--- src/rtl/red_pitaya_iq_synth_block_pkg.sv ---
// Shared CORDIC constants: arctangent table, inverse gain and quadrant encoding.
// Also used by the phase-detector CORDIC.
package red_pitaya_iq_synth_block_pkg;

  localparam int unsigned CORDIC_ANGLE_BITS = 16;
  localparam int unsigned CORDIC_INV_K      = 19898;
  localparam int unsigned CORDIC_INV_K_FRAC = 15;

  typedef enum logic [1:0] {
    QUAD_0   = 2'd0,
    QUAD_90  = 2'd1,
    QUAD_180 = 2'd2,
    QUAD_270 = 2'd3
  } quad_e;

  // atan(2^-k) in units of 2^-16 turn, rounded to nearest
  function automatic int unsigned cordic_atan(input int unsigned k);
    case (k)
      0:       return 8192;
      1:       return 4836;
      2:       return 2555;
      3:       return 1297;
      4:       return 651;
      5:       return 326;
      6:       return 163;
      7:       return 81;
      8:       return 41;
      9:       return 20;
      10:      return 10;
      11:      return 5;
      12:      return 3;
      13:      return 1;
      default: return 0;
    endcase
  endfunction

endpackage

--- src/rtl/red_pitaya_iq_synth_block_if.sv ---
// Vector link between CORDIC stages: x/y datapath, residual angle z and valid bit.
interface red_pitaya_iq_synth_block_if #(
  parameter int unsigned WW = 18,
  parameter int unsigned ZW = 16
);
  logic signed [WW-1:0] x;
  logic signed [WW-1:0] y;
  logic signed [ZW-1:0] z;
  logic                 v;

  modport master (output x, y, z, v);
  modport slave  (input  x, y, z, v);
endinterface

--- src/rtl/red_pitaya_cordic_rot_stage.sv ---
// One registered CORDIC micro-rotation: rotate toward z=0 by +/-atan(2^-SHIFT).
module red_pitaya_cordic_rot_stage #(
  parameter int unsigned SHIFT = 0,
  parameter int unsigned ATAN  = 8192,
  parameter int unsigned WW    = 18,
  parameter int unsigned ZW    = 16
) (
  input  logic                         clk_i,
  input  logic                         rst_i,
  red_pitaya_iq_synth_block_if.slave   up,
  red_pitaya_iq_synth_block_if.master  dn
);

  localparam logic signed [ZW-1:0] ANGLE = ZW'(ATAN);

  logic signed [WW-1:0] x_sh;
  logic signed [WW-1:0] y_sh;

  assign x_sh = up.x >>> SHIFT;
  assign y_sh = up.y >>> SHIFT;

  always_ff @(posedge clk_i) begin
    if (rst_i) begin
      dn.x <= '0;
      dn.y <= '0;
      dn.z <= '0;
      dn.v <= 1'b0;
    end else begin
      dn.v <= up.v;
      if (up.z[ZW-1]) begin
        dn.x <= up.x + y_sh;
        dn.y <= up.y - x_sh;
        dn.z <= up.z + ANGLE;
      end else begin
        dn.x <= up.x - y_sh;
        dn.y <= up.y + x_sh;
        dn.z <= up.z - ANGLE;
      end
    end
  end

endmodule

--- src/rtl/red_pitaya_iq_synth_block.sv ---
// Phase-accumulator IQ synthesiser: i = amp*cos(phase), q = amp*sin(phase) via a
// pipelined CORDIC with gain compensation, rounding and symmetric saturation.
module red_pitaya_iq_synth_block
  import red_pitaya_iq_synth_block_pkg::*;
#(
  parameter int unsigned OUTBITS      = 14,
  parameter int unsigned ACCWIDTH     = 32,
  parameter int unsigned PHASEWIDTH   = 16,
  parameter int unsigned WORKINGWIDTH = 18,
  parameter int unsigned NSTAGES      = 14
) (
  input  logic                      clk_i,
  input  logic                      rst_i,
  input  logic                      en_i,
  input  logic                      sync_i,
  input  logic [ACCWIDTH-1:0]       phase_inc_i,
  input  logic [ACCWIDTH-1:0]       phase_ofs_i,
  input  logic signed [OUTBITS-1:0] amp_i,
  output logic signed [OUTBITS-1:0] i_o,
  output logic signed [OUTBITS-1:0] q_o,
  output logic                      valid_o
);

  localparam int unsigned PW     = WORKINGWIDTH + 16;
  localparam int unsigned RSHIFT = CORDIC_INV_K_FRAC + 2;
  localparam logic [PHASEWIDTH-1:0] HALF_QUAD = PHASEWIDTH'(1) << (PHASEWIDTH - 3);
  localparam logic signed [PW-1:0]  INV_K     = PW'(CORDIC_INV_K);
  localparam logic signed [PW-1:0]  RND_HALF  = PW'(1) << (RSHIFT - 1);
  localparam logic signed [PW-1:0]  OUT_MAX   = PW'((1 << (OUTBITS - 1)) - 1);
  localparam logic signed [PW-1:0]  OUT_MIN   = -OUT_MAX;

  logic [ACCWIDTH-1:0]         acc;
  logic [PHASEWIDTH-1:0]       phase;
  quad_e                       quad;
  logic signed [WORKINGWIDTH-1:0] amp_ext;
  logic signed [WORKINGWIDTH-1:0] x0;
  logic signed [WORKINGWIDTH-1:0] y0;
  logic signed [PW-1:0]        x_gain;
  logic signed [PW-1:0]        y_gain;
  logic                        v_gain;

  red_pitaya_iq_synth_block_if #(.WW(WORKINGWIDTH), .ZW(PHASEWIDTH)) rot_if [0:NSTAGES] ();

  // Accumulator; sync clears it after the current sample has been taken
  always_ff @(posedge clk_i) begin
    if (rst_i) begin
      acc <= '0;
    end else if (en_i) begin
      acc <= sync_i ? '0 : acc + phase_inc_i;
    end
  end

  // Pre-rotation: round phase to nearest quadrant, start vector rotated by n*90 deg
  always_comb begin
    phase   = PHASEWIDTH'((acc + phase_ofs_i) >> (ACCWIDTH - PHASEWIDTH));
    quad    = quad_e'(2'((phase + HALF_QUAD) >> (PHASEWIDTH - 2)));
    amp_ext = {{2{amp_i[OUTBITS-1]}}, amp_i, 2'b00};
    x0      = '0;
    y0      = '0;
    case (quad)
      QUAD_0:   x0 = amp_ext;
      QUAD_90:  y0 = amp_ext;
      QUAD_180: x0 = -amp_ext;
      QUAD_270: y0 = -amp_ext;
    endcase
  end

  assign rot_if[0].x = x0;
  assign rot_if[0].y = y0;
  assign rot_if[0].z = phase - {2'(quad), {(PHASEWIDTH-2){1'b0}}};
  assign rot_if[0].v = en_i;

  for (genvar k = 0; k < NSTAGES; k++) begin : g_rot
    red_pitaya_cordic_rot_stage #(
      .SHIFT (k),
      .ATAN  (cordic_atan(k)),
      .WW    (WORKINGWIDTH),
      .ZW    (PHASEWIDTH)
    ) u_rot (
      .clk_i (clk_i),
      .rst_i (rst_i),
      .up    (rot_if[k]),
      .dn    (rot_if[k+1])
    );
  end

  function automatic logic signed [OUTBITS-1:0] round_sat(input logic signed [PW-1:0] v);
    logic signed [PW-1:0] r;
    r = (v + RND_HALF) >>> RSHIFT;
    if (r > OUT_MAX)      r = OUT_MAX;
    else if (r < OUT_MIN) r = OUT_MIN;
    return OUTBITS'(r);
  endfunction

  // Gain compensation, then round/saturate into the held output registers
  always_ff @(posedge clk_i) begin
    if (rst_i) begin
      x_gain  <= '0;
      y_gain  <= '0;
      v_gain  <= 1'b0;
      i_o     <= '0;
      q_o     <= '0;
      valid_o <= 1'b0;
    end else begin
      x_gain  <= PW'(rot_if[NSTAGES].x) * INV_K;
      y_gain  <= PW'(rot_if[NSTAGES].y) * INV_K;
      v_gain  <= rot_if[NSTAGES].v;
      valid_o <= v_gain;
      if (v_gain) begin
        i_o <= round_sat(x_gain);
        q_o <= round_sat(y_gain);
      end
    end
  end

endmodule

--- config.mk ---
export PLATFORM = sky130hd
export DESIGN_NAME = red_pitaya_iq_synth_block
export DESIGN_NICKNAME = d
export VERILOG_FILES = /design/src/rtl/red_pitaya_iq_synth_block_pkg.sv /design/src/rtl/red_pitaya_iq_synth_block_if.sv /design/src/rtl/red_pitaya_cordic_rot_stage.sv /design/src/rtl/red_pitaya_iq_synth_block.sv
export SDC_FILE = /design/constraint.sdc
export NUM_CORES = 2
export LEC_CHECK = 0
export ABC_AREA = 1
export CORE_UTILIZATION = 55
export CTS_CLUSTER_SIZE = 40
export DETAILED_ROUTE_END_ITERATION = 6
export PLACE_DENSITY_LB_ADDON = 0.12
export SETUP_SLACK_MARGIN = 0.5
export SLEW_MARGIN = 30
export SYNTH_ARGS = -nofsm -noshare
export SYNTH_HDL_FRONTEND = slang
export SYNTH_SLANG_ARGS = --single-unit
--- constraint.sdc ---
create_clock -name clk_i -period 8.4 [get_ports clk_i]
set_clock_uncertainty 0.2 [all_clocks]
set_input_delay 1.26 -clock clk_i [delete_from_list [all_inputs] [get_ports clk_i]]
set_output_delay 1.26 -clock clk_i [all_outputs]
set_load 0.1 [all_outputs]
-- Word level (Yosys, flattened, before mapping)
Index checks and enable logic that the tools add are counted.
- bits in registers: 856
- input port bits: 82
- output and inout bits: 29
- word-level logic and storage cells: 210
- add/subtract/negate cells: 88
- multipliers: 2
- order comparisons: 4
- equality and inequality tests: 3
- mux-type cells: 48
- reduce and logical (&&, ||, !) cells: 1
- operator list (operator ; count):
    two-way mux 18 bit ; 28
    two-way mux 16 bit ; 13
    case mux 18 bit (2 select lines) ; 2
    adder 34 x 18 -> 34 bit (second input constant) ; 2
    multiplier 18 x 15 -> 33 bit (second input constant) ; 2
    adder 32 bit ; 2
    two-way mux 14 bit ; 4
    adder 18 x 10 -> 18 bit ; 2
    adder 18 x 11 -> 18 bit ; 2
    adder 18 x 12 -> 18 bit ; 2
    adder 18 x 13 -> 18 bit ; 2
    adder 18 x 14 -> 18 bit ; 2
    adder 18 x 15 -> 18 bit ; 2
    adder 18 x 16 -> 18 bit ; 2
    adder 18 x 17 -> 18 bit ; 2
    adder 18 x 5 -> 18 bit ; 2
    adder 18 x 6 -> 18 bit ; 2
    adder 18 x 7 -> 18 bit ; 2
    adder 18 x 8 -> 18 bit ; 2
    adder 18 x 9 -> 18 bit ; 2
    subtractor 18 x 10 -> 18 bit ; 2
    subtractor 18 x 11 -> 18 bit ; 2
    subtractor 18 x 12 -> 18 bit ; 2
    subtractor 18 x 13 -> 18 bit ; 2
    45 further kinds ; 59

-- Depth between registers and ports, before layout
- depth in word-level cells: 6
- gate-level depth with buffers: 36

-- Hierarchy
From an unflattened synthesis, not the netlist that was laid out.
- cell total of the unflattened synthesis: 12568
- area total of the unflattened synthesis: 83314.9 µm²
- modules (own cells, without submodules) (module ; times used ; cells each ; area an instance (µm²)):
    red_pitaya_iq_synth_block ; 1 ; 2713 ; 19726.4
    red_pitaya_cordic_rot_stage (g_rot[0].u_rot) ; 1 ; 747 ; 4912.2
    red_pitaya_cordic_rot_stage (g_rot[3].u_rot) ; 1 ; 730 ; 4670.7
    red_pitaya_cordic_rot_stage (g_rot[4].u_rot) ; 1 ; 714 ; 4652.0
    red_pitaya_cordic_rot_stage (g_rot[6].u_rot) ; 1 ; 719 ; 4634.4
    red_pitaya_cordic_rot_stage (g_rot[2].u_rot) ; 1 ; 705 ; 4609.4
    red_pitaya_cordic_rot_stage (g_rot[5].u_rot) ; 1 ; 698 ; 4578.1
    red_pitaya_cordic_rot_stage (g_rot[7].u_rot) ; 1 ; 710 ; 4569.4
    red_pitaya_cordic_rot_stage (g_rot[1].u_rot) ; 1 ; 694 ; 4561.9
    red_pitaya_cordic_rot_stage (g_rot[12].u_rot) ; 1 ; 721 ; 4503.1
    red_pitaya_cordic_rot_stage (g_rot[8].u_rot) ; 1 ; 693 ; 4453.0
    red_pitaya_cordic_rot_stage (g_rot[13].u_rot) ; 1 ; 708 ; 4403.0
    red_pitaya_cordic_rot_stage (g_rot[11].u_rot) ; 1 ; 680 ; 4388.0
    red_pitaya_cordic_rot_stage (g_rot[10].u_rot) ; 1 ; 675 ; 4326.6
    red_pitaya_cordic_rot_stage (g_rot[9].u_rot) ; 1 ; 661 ; 4326.6

-- Least setup slack after synthesis
Ideal clock, no wire load.
- kind: input-to-reg
- start point: input port phase_ofs_i[21]
- end point: register g_rot[0].u_rot.dn.y[14]
- arrival: 5.445 ns
- required time: 8.078 ns
- slack: 2.634 ns
- stages: 29
- buffers on the path: 1
- cell sequence: ha_1 a21oi_1 inv_1 a31oi_1 nor2_1 a211o_1 o21ai_0 nand2_1 xor2_1 ha_1 xnor2_1 inv_1 nand3_2 nand2_8 nor2_4 inv_2 o22ai_1 inv_1 ha_1 buf_4 a21oi_1 o21ai_0 nand2_1 nand2_1 a21boi_0 o21ai_0 xor2_1 o21ai_0 a21oi_1
- longest elaborated chain between the ends: 6
- elaborated cells between the ends (all ways): 12
- those cells by class: add/sub (5); eq/ne (3); mux (3); reduce/logical (1)
- ends and longest elaborated chain (element ; line ; source):
    start: declaration ; red_pitaya_iq_synth_block.sv:17 ; input logic [ACCWIDTH-1:0] phase_ofs_i,
    adder 32 bit * ; red_pitaya_iq_synth_block.sv:55 ; phase = PHASEWIDTH'((acc + phase_ofs_i) >> (ACCWIDTH - PHASEWIDTH));
    adder 16 x 14 -> 16 bit ; red_pitaya_iq_synth_block.sv:56 ; quad = quad_e'(2'((phase + HALF_QUAD) >> (PHASEWIDTH - 2)));
    equality test 2 bit (tied with other cells) ; red_pitaya_iq_synth_block.sv:60 ; case (quad)
    case mux 18 bit (2 select lines) ; red_pitaya_iq_synth_block.sv:60 ;
    adder 18 bit / subtractor 18 bit (equally long branches) ; red_pitaya_cordic_rot_stage.sv:36, red_pitaya_cordic_rot_stage.sv:32 ;
    two-way mux 18 bit * ; red_pitaya_cordic_rot_stage.sv:30 ; if (up.z[ZW-1]) begin
    end: declaration ; red_pitaya_iq_synth_block_if.sv:11 ; modport master (output x, y, z, v);
Mark *: on every way between the ends. The rest lies on a longest branch, timed or not.
A chain may end at the register's enable or synchronous reset.

-- Final worst setup path
- start point: input port phase_ofs_i[12]
- end point: register g_rot[0].u_rot.dn.y[14]
Same word-level chain as after synthesis.

==> flow_summary_export.csv <==
group,metric,value,unit
run_status,status,"completed",
routing,viasPerCell,5.57,
clocking,cts_buffers,93,
cells_and_area,syn2layout_area_growth,8.58,%
clocking,post_cts_buffers,0,
global_route,grt_max_degree,185,
hold_path,hold_start,"g_rot[1].u_rot.dn.v",
global_route,grt_pass1_wl,324,mm
cells_and_area,final_nets,11700,
clocking,cts_resized,0,
clocking,cts_tree,"done",
global_route,grt.total_usage,0.295,
synth,synth_nets,11600,
synth,synth_edf_count,0,
floorplanning,die_h,365,um
synth,yosys.area.top_type,"dfxtp_1",
placed_design,io_buffer_count,110,
synth,postSynthCellCount,10300,
floorplanning,start_util,0.558,
cells_and_area,drive_gt1_frac,0.0246,
sta,fmax,149,MHz
sta,fin_crit_sh,0.797,
synth,ys_seq_elements,802,
critical_path,rr_endpoint,"g_rot[0].u_rot.dn.y[14]",
critical_path,crit_fanout,9,
hold_path,min_to,"g_rot[2].u_rot.dn.v",
floorplanning,io_pins,111,
clocking,clk_pin_slew_worst_paths,0.06,ns
routing,wl_per_cell,16.4,um
routing,route.vias.total,67800,
placed_design,post-dp-hpwl,161,mm
global_route,grt-ovfl-total,0,
routing,dr.pass1.iters,6,
routing,drt_wl_total,199,mm
global_route,grt_pass1_vias,65000,
cells_and_area,stdcell_count,12200,
floorplanning,dieArea,134000,um^2
critical_path,cp_common_cell,"nand2_1",
clocking,cts_hold_buf,0,
critical_path,slowest_stage,"o21ai_0",
sta,finalCriticalPeriod,6.69,ns
critical_path,startpoint_type,"primary input",
clocking,clk_path_buf_depth,3,
synth,syn_area,72700,um^2
sta,slew_violations,0,
floorplanning,num_rows,132,
critical_path,max_stage_delay,0.56,ns
clocking,clock_latency,0.71,ns
routing,drtIter0Drc,4600,
sta,setup_violations,0,
critical_path,r2r_slack,2.35,ns
clocking,ctsRootBufferMaster,"clkbuf_16",
synth,yosys.area.top_type_share,0.221,
clocking,clock-sinks,802,
synth,yosysMostFrequentCell,"nand2_1",
sta,tightest_slew,1.04,ns
cells_and_area,fin_util,0.605,
sta,hold_viol_final,0,
floorplanning,core,130000,um^2
sta,rsz0062_at_grt,"no",
sta,setup_tns,0,ns
routing,antenna_left,0,
routing,drc,0,
critical_path,regToRegStartpoint,"acc[7]",
synth,synth_common_cells,"nand2_1, inv_1, a21oi_1",
critical_path,cp.arrival,7.07,ns
critical_path,critPathRequiredTime,8.78,ns
floorplanning,die_w,365,um
synth,yosysUniqueCellTypes,61,
global_route,antenna_found_initial,10,
synth,ys.flop_type,"dfxtp_1",
synth,yosysSeqAreaShare,0.221,
clocking,cts_htree_levels,3,
synth,synth_area_leaders,"dfxtp_1, ha_1, a21oi_1",
critical_path,path_class,"primary input to flip-flop",
flow_run,drv_cap,0,
synth,synth_warnings,0,
hold_path,hold_class,"flip-flop to flip-flop",
placed_design,gp_congestion,0.976,
sta,slew_headroom,0.306,
critical_path,endpoint_kind,"flip-flop",
placed_design,placedCellCount,12000,
critical_path,r2r_cells,29,
synth,syn_avg_cell_area,7.08,um^2
hold_path,min_path_cells,2,
synth,ys_async_sr_fraction,0,
-- flip-flops by register name, indices dropped and copies added (netlist names), 18 cells and up --
name,cells
y_gain,18
x_gain,18
g_rot.u_rot.dn.y,249
g_rot.u_rot.dn.z,192
g_rot.u_rot.dn.x,249
acc,32
-- worst max path at each step --
stage                    startpoint                      end  slack [ns]  depth (start not counted)
global route        phase_ofs_i[10]  g_rot[0].u_rot.dn.y[14]        1.22                         30
detailed placement  phase_ofs_i[12]  g_rot[0].u_rot.dn.y[14]        1.11                         30
global placement    phase_ofs_i[12]  g_rot[0].u_rot.dn.y[14]        1.15                         30
CTS                 phase_ofs_i[10]  g_rot[0].u_rot.dn.y[14]        1.85                         30
finish              phase_ofs_i[12]  g_rot[0].u_rot.dn.y[14]        1.71                         30
floorplan           phase_ofs_i[21]  g_rot[0].u_rot.dn.y[14]        2.63                         29
-- routing by layer --
layer | up-vias | track usage | wire [um]
met5 | - | 0 | 47
met4 | 6 | 0.0943 | 5940
met3 | 338 | 0.0301 | 8230
met2 | 1565 | 0.527 | 96700
met1 | 31300 | 0.369 | 88200
li1 | 34500 | - | -
-- critical path: cells and delay by family --
kind,cells,cell delay [ns]
AO/OA/AOI/OAI,8,2.13
AND/OR/NAND/NOR,12,1.43
adder cells (fa/ha/maj),3,0.94
buffers and inverters,5,0.81
XOR/XNOR,2,0.49
-- cell type report --
cell class | instances | area (um^2)
fillers | 12300 | 51400
multi-input cells | 7762 | 50100
flip-flops and latches | 802 | 16100
inverters | 1545 | 5810
clock buffers | 114 | 2570
well taps | 1742 | 2180
repair buffers | 129 | 1260
clock inverters | 61 | 850
diodes | 8 | 20.0
-- layout by cell type (no fill, tap or decap), types with 10 or more instances in the layout --
cell             instances
clkdlybuf4s50_1        105
fa_1                   279
o211ai_1                22
a21o_1                  62
a31oi_1                 63
o22ai_1                 13
nand3b_1                11
nor3_1                 174
clkbuf_16               95
nand3_1                417
xor2_1                 261
or2_2                   22
bufinv_16               16
a21oi_1               1417
nand4_1                 69
nand2_1               1662
dfxtp_1                802
o21ai_0                808
ha_1                   977
clkinv_2                16
o21ai_1                 41
o31ai_1                 70
a211oi_1                26
o21bai_1                43
nor4_1                  17
clkinvlp_4              10
o311ai_0                19
o21a_1                 168
buf_4                   16
inv_1                 1533
a21boi_0                36
nor2_1                 920
clkbuf_8                12
xnor2_1                 78
inv_6                   10
-- metrics by stage --
step / setup WS, ns / hold WS, ns / cell area [um^2]
detailed placement: 1.11 / 0.193 / 75500
floorplan: 2.63 / 0.188 / 72700
global placement: 1.15 / 0.192 / 75500
global route: 1.22 / 0.213 / 78900
finish: 1.71 / 0.195 / 78900
CTS: 1.85 / 0.196 / 78900
-- kinds of logic after synthesis --
logic type      synth area share
compound gates             0.216
xor+xnor                  0.0409
fa+ha+maj                  0.245
buf+inv                   0.0887
flops                      0.221
simple gates               0.188
Power is left out: the tool's default activity adds up to more than one toggle a clock period on the data nets, which glitch-free logic cannot reach.
